[config.mk]
export PLATFORM = sky130hd
export DESIGN_NAME = bird_sprite_ctrl
export DESIGN_NICKNAME = d
export VERILOG_FILES = /design/src/rtl/bird_sprite_ctrl.sv
export SDC_FILE = /design/constraint.sdc
export NUM_CORES = 1
export LEC_CHECK = 0
export ABC_CLOCK_PERIOD_IN_PS = 2100
export CORE_MARGIN = 5
export CORE_UTILIZATION = 38
export CTS_CLUSTER_SIZE = 16
export DETAILED_ROUTE_END_ITERATION = 10
export GPL_TIMING_DRIVEN = 0
export PLACE_DENSITY = 0.78
export SLEW_MARGIN = 30
export SYNTH_ARGS = -nofsm -noshare
export SYNTH_HDL_FRONTEND = slang
export SYNTH_SLANG_ARGS = --single-unit
[constraint.sdc]
create_clock -name clk -period 2.1 [get_ports clk]
set_input_delay 0.21 -clock clk [delete_from_list [all_inputs] [get_ports clk]]
set_output_delay 0.21 -clock clk [all_outputs]
set_load 0.02 [all_outputs]
[src/rtl/bird_sprite_ctrl.sv]
// Bird flap-animation sequencer and sprite-ROM pixel pipeline (2-clock latency).
// Optional 2x drawing scale is enabled by defining BIRD_SPRITE_SCALE2_EN.
module bird_sprite_ctrl #(
    parameter int          SPRITE_W   = 18,
    parameter int          SPRITE_H   = 12,
    parameter int          FRAME_HOLD = 4,
    parameter logic [23:0] KEY_COLOUR = 24'hFF0096,
    parameter int          COORD_W    = 10
) (
    input  logic               clk,
    input  logic               reset,
    input  logic               frame_tick,
    input  logic               flap,
    input  logic               dead,
    input  logic               restart,
    input  logic               pixel_valid,
    input  logic [COORD_W-1:0] pixel_x,
    input  logic [COORD_W-1:0] pixel_y,
    input  logic [COORD_W-1:0] bird_x,
    input  logic [COORD_W-1:0] bird_y,
    input  logic [23:0]        frame0_data,
    input  logic [23:0]        frame1_data,
    input  logic [23:0]        frame2_data,
    output logic [3:0]         rom_row,
    output logic [4:0]         rom_col,
    output logic [1:0]         frame_sel,
    output logic [1:0]         anim_state,
    output logic [23:0]        sprite_rgb,
    output logic               sprite_hit,
    output logic               out_valid
);

`ifdef BIRD_SPRITE_SCALE2_EN
    localparam int BOX_W = 2 * SPRITE_W;
    localparam int BOX_H = 2 * SPRITE_H;
`else
    localparam int BOX_W = SPRITE_W;
    localparam int BOX_H = SPRITE_H;
`endif
    localparam logic signed [COORD_W:0] BOX_W_L = (COORD_W+1)'(BOX_W);
    localparam logic signed [COORD_W:0] BOX_H_L = (COORD_W+1)'(BOX_H);

    localparam int               HOLD_W    = (FRAME_HOLD > 1) ? $clog2(FRAME_HOLD) : 1;
    localparam logic [HOLD_W-1:0] HOLD_LAST = HOLD_W'(FRAME_HOLD - 1);

    typedef enum logic [1:0] {
        ST_IDLE = 2'd0,
        ST_FLAP = 2'd1,
        ST_DEAD = 2'd2
    } state_t;

    state_t            state_r, state_nx;
    logic [1:0]        step_r, step_nx;
    logic [HOLD_W-1:0] hold_r, hold_nx;
    logic [1:0]        fsel_r, fsel_nx;
    logic              flap_p_r, flap_p_nx;
    logic              dead_p_r, dead_p_nx;
    logic              restart_p_r, restart_p_nx;
    logic              flap_eff_s, dead_eff_s, restart_eff_s;

    // Animation state register and sticky command flags.
    always_ff @(posedge clk or posedge reset) begin
        if (reset) begin
            state_r     <= ST_IDLE;
            step_r      <= 2'd0;
            hold_r      <= '0;
            fsel_r      <= 2'd0;
            flap_p_r    <= 1'b0;
            dead_p_r    <= 1'b0;
            restart_p_r <= 1'b0;
        end else begin
            state_r     <= state_nx;
            step_r      <= step_nx;
            hold_r      <= hold_nx;
            fsel_r      <= fsel_nx;
            flap_p_r    <= flap_p_nx;
            dead_p_r    <= dead_p_nx;
            restart_p_r <= restart_p_nx;
        end
    end

    assign flap_eff_s    = flap | flap_p_r;
    assign dead_eff_s    = dead | dead_p_r;
    assign restart_eff_s = restart | restart_p_r;

    // Next-state: commands only take effect on frame_tick so a frame never tears mid-scan.
    always_comb begin
        state_nx     = state_r;
        step_nx      = step_r;
        hold_nx      = hold_r;
        fsel_nx      = fsel_r;
        flap_p_nx    = flap_eff_s;
        dead_p_nx    = dead_eff_s;
        restart_p_nx = restart_eff_s;
        if (frame_tick) begin
            flap_p_nx    = 1'b0;
            dead_p_nx    = 1'b0;
            restart_p_nx = 1'b0;
            if (restart_eff_s) begin
                state_nx = ST_IDLE;
                step_nx  = 2'd0;
                hold_nx  = '0;
                fsel_nx  = 2'd0;
            end else if (dead_eff_s || (state_r == ST_DEAD)) begin
                state_nx = ST_DEAD;
            end else if (flap_eff_s) begin
                state_nx = ST_FLAP;
                step_nx  = 2'd0;
                hold_nx  = '0;
                fsel_nx  = 2'd1;
            end else if (state_r == ST_FLAP) begin
                if (hold_r == HOLD_LAST) begin
                    hold_nx = '0;
                    case (step_r)
                        2'd0: begin
                            step_nx = 2'd1;
                            fsel_nx = 2'd2;
                        end
                        2'd1: begin
                            step_nx = 2'd2;
                            fsel_nx = 2'd1;
                        end
                        default: begin
                            state_nx = ST_IDLE;
                            step_nx  = 2'd0;
                            fsel_nx  = 2'd0;
                        end
                    endcase
                end else begin
                    hold_nx = hold_r + HOLD_W'(1);
                end
            end else begin
                state_nx = state_r;
            end
        end else begin
            state_nx = state_r;
        end
    end

    // Stage 0: signed offsets never wrap, so a bird hanging off the right edge shows no ghost.
    logic signed [COORD_W:0] dx_s, dy_s;
    logic                    in_box_s;
    logic [3:0]              row_s;
    logic [4:0]              col_s;

    assign dx_s = $signed({1'b0, pixel_x}) - $signed({1'b0, bird_x});
    assign dy_s = $signed({1'b0, pixel_y}) - $signed({1'b0, bird_y});
    assign in_box_s = pixel_valid & ~dx_s[COORD_W] & (dx_s < BOX_W_L)
                    & ~dy_s[COORD_W] & (dy_s < BOX_H_L);
`ifdef BIRD_SPRITE_SCALE2_EN
    assign col_s = dx_s[5:1];
    assign row_s = dy_s[4:1];
`else
    assign col_s = dx_s[4:0];
    assign row_s = dy_s[3:0];
`endif

    logic [3:0]  row_r;
    logic [4:0]  col_r;
    logic        in_box_d1_r, valid_d1_r, in_box_d2_r, valid_d2_r;
    logic [1:0]  fsel_d1_r, fsel_d2_r;
    logic [23:0] colour_s;
    logic        hit_s;
    logic [23:0] rgb_r;
    logic        hit_r, out_valid_r;

    // Pixel pipeline: address at E0, control delayed to meet ROM data at E2.
    always_ff @(posedge clk or posedge reset) begin
        if (reset) begin
            row_r       <= 4'd0;
            col_r       <= 5'd0;
            in_box_d1_r <= 1'b0;
            valid_d1_r  <= 1'b0;
            fsel_d1_r   <= 2'd0;
            in_box_d2_r <= 1'b0;
            valid_d2_r  <= 1'b0;
            fsel_d2_r   <= 2'd0;
            rgb_r       <= 24'h000000;
            hit_r       <= 1'b0;
            out_valid_r <= 1'b0;
        end else begin
            row_r       <= in_box_s ? row_s : 4'd0;
            col_r       <= in_box_s ? col_s : 5'd0;
            in_box_d1_r <= in_box_s;
            valid_d1_r  <= pixel_valid;
            fsel_d1_r   <= fsel_r;
            in_box_d2_r <= in_box_d1_r;
            valid_d2_r  <= valid_d1_r;
            fsel_d2_r   <= fsel_d1_r;
            rgb_r       <= hit_s ? colour_s : 24'h000000;
            hit_r       <= hit_s;
            out_valid_r <= valid_d2_r;
        end
    end

    // Stage 2 colour select and transparency key.
    always_comb begin
        colour_s = frame2_data;
        case (fsel_d2_r)
            2'd0:    colour_s = frame0_data;
            2'd1:    colour_s = frame1_data;
            default: colour_s = frame2_data;
        endcase
        hit_s = in_box_d2_r & (colour_s != KEY_COLOUR);
    end

    assign rom_row    = row_r;
    assign rom_col    = col_r;
    assign frame_sel  = fsel_r;
    assign anim_state = state_r;
    assign sprite_rgb = rgb_r;
    assign sprite_hit = hit_r;
    assign out_valid  = out_valid_r;

endmodule

Yosys cells after proc, flatten, opt, wreduce, memory -nomap -nowiden
Cells that the tools add are included.

$add $sub $neg: 3. Order comparisons: 2. Equal/unequal tests: 8. Multiplexer cells: 30. Bitwise logic cells: 10. Reduce and logical (&&, ||, !) cells: 11.

Operators with widths (count): case mux 24 bit (2 select lines) (1); two-way mux 2 bit (21); two-way mux 24 bit (1); != test 24 bit (second input constant) (1); subtractor 10 x 10 -> 11 bit (2); < comparator 11 x 5 -> 1 bit (second input constant) (1); < comparator 11 x 6 -> 1 bit (second input constant) (1); case mux 2 bit (2 select lines) (2); AND reduction 4 bit (2); nonzero test 4 bit (2); == test 2 x 1 -> 1 bit (second input constant) (3); nonzero test 3 bit (2); bitwise AND 1 bit (5); two-way mux 5 bit (1); == test 2 bit (second input constant) (2); zero test 2 bit (2); two-way mux 4 bit (1); != test 4 x 1 -> 1 bit (second input constant) (1); two-way mux 1 bit (3); OR 1 bit (3); AND reduction 3 bit (1); adder 2 x 1 -> 2 bit (second input constant) (1); != test 2 bit (second input constant) (1); NOT 1 bit (2); other kinds (2) (2).

Bits in registers: 54. Input port bits: 119. Output and inout port bits: 39. Word-level logic and storage cells: 82.

Logic depth before layout (Yosys ltp)
Depth after elaboration: 8. Depth in mapped cells: 11. Depth with buffers taken out: 11.

Least setup slack after synthesis
OpenSTA, ideal clock, no wires.

Path type: input port to flip-flop. Start: input port pixel_x[0]. End: register row_r[3] (netlist: rom_row[3]). Library setup time: 0.096 ns. Data arrival time: 2.256 ns. Required time: 2.004 ns. Slack: -0.252 ns. Stages on the path: 11. Path buffers: 0. Path through: inv_1 ha_1 inv_1 fa_1 a21o_1 a21oi_1 xor2_1 a21oi_1 a2111oi_2 nand4_2 nor4b_2.

Word-level cells in the longest chain between the ends: 7. Elaborated cells between the ends (all ways): 8. Classes of those cells: add/sub: 1; order compare: 1; mux: 1; bitwise: 5.

Ends and longest elaborated chain: from (decl) (RTL line 17) `input logic [COORD_W-1:0] pixel_x,`; subtractor 10 x 10 -> 11 bit (*) (RTL line 146) `assign dx_s = $signed({1'b0, pixel_x}) - $signed({1'b0, bird_x});`; parallel branches: the longest is 2 deep, another holds < comparator 11 x 6 -> 1 bit; bitwise AND 1 bit (*) (RTL line 148) `assign in_box_s = pixel_valid & ~dx_s[COORD_W] & (dx_s < BOX_W_L)`; bitwise AND 1 bit (*) (2 in a row) (RTL line 149) `& ~dy_s[COORD_W] & (dy_s < BOX_H_L);`; two-way mux 4 bit (*) (RTL line 182) `row_r <= in_box_s ? row_s : 4'd0;`; to (signal assigned) (RTL line 182); to (decl) (RTL line 158) `logic [3:0] row_r;`.

Every way passes the cells marked *. A chain may end at the register's enable or synchronous reset.

Final worst setup path
Start: input port bird_y[4]. End: register row_r[3] (netlist: rom_row[3]).

Word-level cells in the longest chain between the ends: 5. Elaborated cells between the ends (all ways): 6. Classes of those cells: add/sub: 1; order compare: 1; mux: 1; bitwise: 3.

Ends and longest elaborated chain: from (decl) (RTL line 20) `input logic [COORD_W-1:0] bird_y,`; subtractor 10 x 10 -> 11 bit (*) (RTL line 147) `assign dy_s = $signed({1'b0, pixel_y}) - $signed({1'b0, bird_y});`; parallel branches: the longest is 2 deep, another holds < comparator 11 x 5 -> 1 bit; bitwise AND 1 bit (*) (RTL line 149); two-way mux 4 bit (*) (RTL line 182).

Marked as above.

==> flow_summary.html <==
<table>
<tr><th>Metric</th><th>Value</th></tr>
<tr><th colspan="2">Power</th></tr>
<tr><td>Power Density</td><td>475 nW/um^2</td></tr>
<tr><td>Leakage power figure</td><td>2.69 nW</td></tr>
<tr><td>VDD IR-drop max</td><td>292 uV</td></tr>
<tr><th colspan="2">Setup path</th></tr>
<tr><td>Critical path launch point type</td><td>primary input</td></tr>
<tr><td>CP max-delay cell</td><td>clkdlybuf4s50_1</td></tr>
<tr><td>Source of the critical timing path</td><td>bird_y[4]</td></tr>
<tr><td>End of the critical path</td><td>rom_row[3]$_DFF_PP0_</td></tr>
<tr><td>Worst endpoint required time</td><td>2.31 ns</td></tr>
<tr><td>Worst R2R Start</td><td>fsel_d2_r[0]$_DFF_PP0_</td></tr>
<tr><td>Class of the most critical setup path</td><td>primary input to flip-flop</td></tr>
<tr><td>Critical path data arrival time</td><td>2.57 ns</td></tr>
<tr><td>Logic depth of the worst register-to-register path</td><td>9</td></tr>
<tr><td>R2R Path End</td><td>sprite_rgb[7]$_DFF_PP0_</td></tr>
<tr><td>Largest stage delay on the critical path</td><td>0.45 ns</td></tr>
<tr><td>Cell-by-cell listing of the critical path</td><td>clkdlybuf4s50_1, inv_1, ha_4, nand2_1, o21ai_1, a41o_1, a21oi_1, a211oi_2, buf_4, nand4_4, nor4b_4</td></tr>
<tr><td>CP endpoint kind</td><td>flip-flop</td></tr>
<tr><td>Maximum fanout along the worst path</td><td>8</td></tr>
<tr><td>Setup slack of the most critical reg-to-reg path</td><td>-0.16 ns</td></tr>
<tr><th colspan="2">Logic synthesis</th></tr>
<tr><td>Number of warnings reported in the yosys synthesis log</td><td>0</td></tr>
<tr><td>Top-area cell type share of the netlist area</td><td>39.7%</td></tr>
<tr><td>Synth area leaders</td><td>dfrtp_1 (40%), ha_1 (7.9%), mux2i_1 (7.2%), a21oi_1 (5.1%), nor2_1 (5.1%)</td></tr>
<tr><td>Synthesized instance count</td><td>368</td></tr>
<tr><td>Synth Area in XOR/XNOR</td><td>1.57%</td></tr>
<tr><td>Mux cell area share after synthesis</td><td>7.19%</td></tr>
<tr><td>Simple-gate share of the synthesized area</td><td>17.3%</td></tr>
<tr><td>Mean Syn Cell Area</td><td>9.08 sq um</td></tr>
<tr><td>Main combinational cell family by area after synthesis</td><td>compound AO/OA/AOI/OAI gates</td></tr>
<tr><td>Number of enable-type register cells in the synthesized netlist</td><td>0</td></tr>
<tr><td>Sequential element share of the synthesized area</td><td>39.7%</td></tr>
<tr><td>Share of the synthesized area in compound gates (AO/OA/AOI/OAI)</td><td>18.6%</td></tr>
<tr><td>Number of unique standard cell types used by synthesis</td><td>52</td></tr>
<tr><td>Cell Area, Synth</td><td>3340 sq um</td></tr>
<tr><td>Synth Register Bits</td><td>53</td></tr>
<tr><td>Synth async-reset ratio</td><td>100%</td></tr>
<tr><td>Leading area contributor after synthesis</td><td>dfrtp_1</td></tr>
<tr><td>Adder-cell share of the synthesized area</td><td>9.06%</td></tr>
<tr><td>Dominant register cell in the synthesized netlist</td><td>dfrtp_1</td></tr>
<tr><td>Nets in the synthesized netlist</td><td>510</td></tr>
<tr><th colspan="2">Placed design</th></tr>
<tr><td>Final weighted congestion in routability-driven placement</td><td>0.873</td></tr>
<tr><td>Number of port buffers</td><td>156</td></tr>
<tr><td>Setup Slack @ Placement</td><td>-1.04 ns</td></tr>
<tr><td>Placed wire-length estimate after detailed placement</td><td>8.37 mm</td></tr>
<tr><td>Inst Count DP</td><td>633</td></tr>
<tr><th colspan="2">Routing</th></tr>
<tr><td>DR DRC count</td><td>0</td></tr>
<tr><td>Via count</td><td>3575</td></tr>
<tr><td>Routed metal-1 wire length</td><td>4.95 mm</td></tr>
<tr><td>Routed length on met3</td><td>685 microns</td></tr>
<tr><td>Overall routed net length</td><td>12.1 mm</td></tr>
<tr><td>Number of nets still failing antenna checks after routing</td><td>0</td></tr>
<tr><td>Highest metal layer with signal wires</td><td>met4</td></tr>
<tr><td>Vias per cell</td><td>5.25</td></tr>
<tr><td>Routed len/inst</td><td>17.7 microns</td></tr>
<tr><td>Iteration count of the initial detailed-routing pass</td><td>4</td></tr>
<tr><td>Detail Route met2 WL</td><td>6.30 mm</td></tr>
<tr><td>Iter 0 DRT Violations</td><td>108</td></tr>
<tr><th colspan="2">Global route</th></tr>
<tr><td>All-Layer GR Usage</td><td>20.9%</td></tr>
<tr><td>Global-route wire length before repair</td><td>18.7 mm</td></tr>
<tr><td>GR Overflow Total</td><td>0</td></tr>
<tr><td>Initial antenna violation count</td><td>0</td></tr>
<tr><td>Pin count of the biggest net entering global routing</td><td>53</td></tr>
<tr><td>Via count of the first global-routing pass</td><td>3752</td></tr>
<tr><th colspan="2">Floorplanning</th></tr>
<tr><td>Boundary pin count</td><td>158</td></tr>
<tr><td>Die Ht</td><td>104 microns</td></tr>
<tr><td>Rows</td><td>34</td></tr>
<tr><td>Std-Cell Core Area</td><td>8640 sq um</td></tr>
<tr><td>Total Die Area</td><td>10800 sq um</td></tr>
<tr><td>Horizontal die dimension</td><td>104 microns</td></tr>
<tr><td>Initial Util</td><td>38.7%</td></tr>
<tr><th colspan="2">STA</th></tr>
<tr><td>Maximum achievable frequency</td><td>0.423 GHz</td></tr>
<tr><td>Max-slew violation count</td><td>0</td></tr>
<tr><td>Final setup violation count</td><td>25</td></tr>
<tr><td>Final number of hold-violating endpoints</td><td>0</td></tr>
<tr><td>RSZ-0062 raised after global routing</td><td>true</td></tr>
<tr><td>Actual slew at the worst max-slew pin</td><td>0.452 ns</td></tr>
<tr><td>Slack of the critical path</td><td>-0.262 ns</td></tr>
<tr><td>Clock period minus worst slack</td><td>2.36 ns</td></tr>
<tr><td>Relative max-transition margin</td><td>69.7%</td></tr>
<tr><td>Final Cycle Share</td><td>112%</td></tr>
<tr><td>Clk_skew</td><td>0.0133 ns</td></tr>
<tr><td>Post-Route Hold Slack</td><td>0.0947 ns</td></tr>
<tr><th colspan="2">Outcome</th></tr>
<tr><td>Outcome</td><td>finished, violations left</td></tr>
<tr><td>Violations in the final reports</td><td>negative setup slack</td></tr>
<tr><th colspan="2">Final layout</th></tr>
<tr><td>Number of diodes added for antenna fixing</td><td>0</td></tr>
<tr><td>Final core occ</td><td>70.4%</td></tr>
<tr><td>Growth of design area from synthesis to finish</td><td>82.0%</td></tr>
<tr><td>Post-layout net count</td><td>714</td></tr>
<tr><td>Cell Count, Final, Fillers Out</td><td>681</td></tr>
<tr><td>Layout cells sized above 1</td><td>26.5%</td></tr>
<tr><th colspan="2">Clocking</th></tr>
<tr><td>Sink Count</td><td>53</td></tr>
<tr><td>Post-cts hold buffer count</td><td>0</td></tr>
<tr><td>Number of buffers between clock root and the deepest sink</td><td>2</td></tr>
<tr><td>Number of buffers inserted during clock tree synthesis</td><td>5</td></tr>
<tr><td>Buffer type at the clock tree root</td><td>clkbuf_8</td></tr>
<tr><td>H-tree lvl count</td><td>2</td></tr>
<tr><td>Clock transition at the registers of the reported paths</td><td>0.11 ns</td></tr>
<tr><td>TritonCTS clock tree</td><td>built</td></tr>
<tr><td>Source-to-sink clock delay at the later pin of the worst-skew pair</td><td>0.31 ns</td></tr>
<tr><th colspan="2">Job</th></tr>
<tr><td>Count of maximum capacitance violations</td><td>0</td></tr>
<tr><th colspan="2">Hold path</th></tr>
<tr><td>Path type of the worst min-delay path</td><td>primary input to asynchronous set/reset pin</td></tr>
</table>
registers in the layout (all words and copies together), names as in the netlist:
signal       cells
valid_d1_r       1
hold_r           2
sprite_hit       1
dead_p_r         1
rom_col          5
valid_d2_r       1
step_r           2
in_box_d1_r      1
rom_row          4
in_box_d2_r      1
fsel_d2_r        2
sprite_rgb      24
fsel_d1_r        2
out_valid        1
restart_p_r      1
frame_sel        1
flap_p_r         1
anim_state       2
layout by cell type (no fill, tap or decap), types with 13 or more instances in the layout:
master	n
clkdlybuf4s50_1	134
dfrtp_1	53
buf_4	40
nor2_1	37
mux2i_1	23
nand2_1	21
a21oi_1	20
inv_1	17
o21ai_0	17
dlygate4sd2_1	14
nor2b_1	13
ha_4	13
worst min-delay path by stage:
stage	start	endpoint	slack (ns)	cells after the start
after detailed placement	fsel_d1_r[0]$_DFF_PP0_	fsel_d2_r[0]$_DFF_PP0_	0.33	0
after global placement	in_box_d1_r$_DFF_PP0_	in_box_d2_r$_DFF_PP0_	0.33	0
after global routing	reset	sprite_hit$_DFF_PP0_	0.1	2
final	reset	sprite_hit$_DFF_PP0_	0.09	2
after floorplan	pixel_valid	valid_d1_r$_DFF_PP0_	0.24	0
after CTS	reset	sprite_hit$_DFF_PP0_	0.08	2
metal layers:
metal | global-route usage [%] | vias up
li1 | - | 1701
met1 | 25.1 | 1718
met2 | 37.8 | 146
met3 | 4.66 | 10
met4 | 5.18 | 0
met5 | 0 | -
power breakdown:
group	total, W	switching, W	internal (W)
logic	0.00125	0.000580	0.000668
registers	0.00105	0.0000106	0.00104
clock network	0.000587	0.000346	0.000241
metrics by stage:
stage	cell area [sq um]	total power [W]	TNS [ns]
5_1_grt	6080	0.00304	-6.85
6_report	6080	0.00289	-3.73
2_1_floorplan	3450	0.00159	-0.254
3_3_place_gp	5140	0.00192	-32.07
3_5_place_dp	5170	0.00195	-16.11
4_1_cts	5830	0.00278	-3.38
synthesized netlist by cell type (5+ instances only):
cell type,n
dfrtp_1,53
nor2_1,45
a21oi_1,34
inv_1,32
o21ai_0,26
mux2i_1,24
nand2_1,22
ha_1,21
nor2b_1,13
nand3_1,7
nor3_1,7
a21o_1,6
clkbuf_1,5
nor4_1,5
xor2_1,5
area by class of cell:
cell class | count | area (sq um)
Multi-Input combinational cell | 269 | 2340
Timing Repair Buffer | 199 | 1940
Tap cell | 108 | 135
Fill cell | 622 | 2550
Clock inverter | 3 | 25.0
Buffer | 12 | 98.8
Inverter | 32 | 140
Sequential cell | 53 | 1330
Clock buffer | 5 | 68.8
critical path: cells and delay by family:
family	cells	cell delay, ns
buffers and inverters	3	0.68
AO/OA/AOI/OAI	4	0.76
adder cells (fa/ha/maj)	1	0.33
AND/OR/NAND/NOR	3	0.58
repair_timing:
action | CTS | global route
setup endpoints to repair | 25 | 25
cloned | 3 | 0
pin swaps | 46 | 26
resized for setup | 97 | 46
setup buffers | 31 | 9
kinds of logic after synthesis:
kind of cell | count (synthesis)
AO/OA/AOI/OAI | 97
AND/OR/NAND/NOR | 118
flip-flops | 53
buffers and inverters | 47
XOR/XNOR | 6
multiplexers | 24
adder cells (fa/ha/maj) | 23
Power figures use the tool's default switching activity.
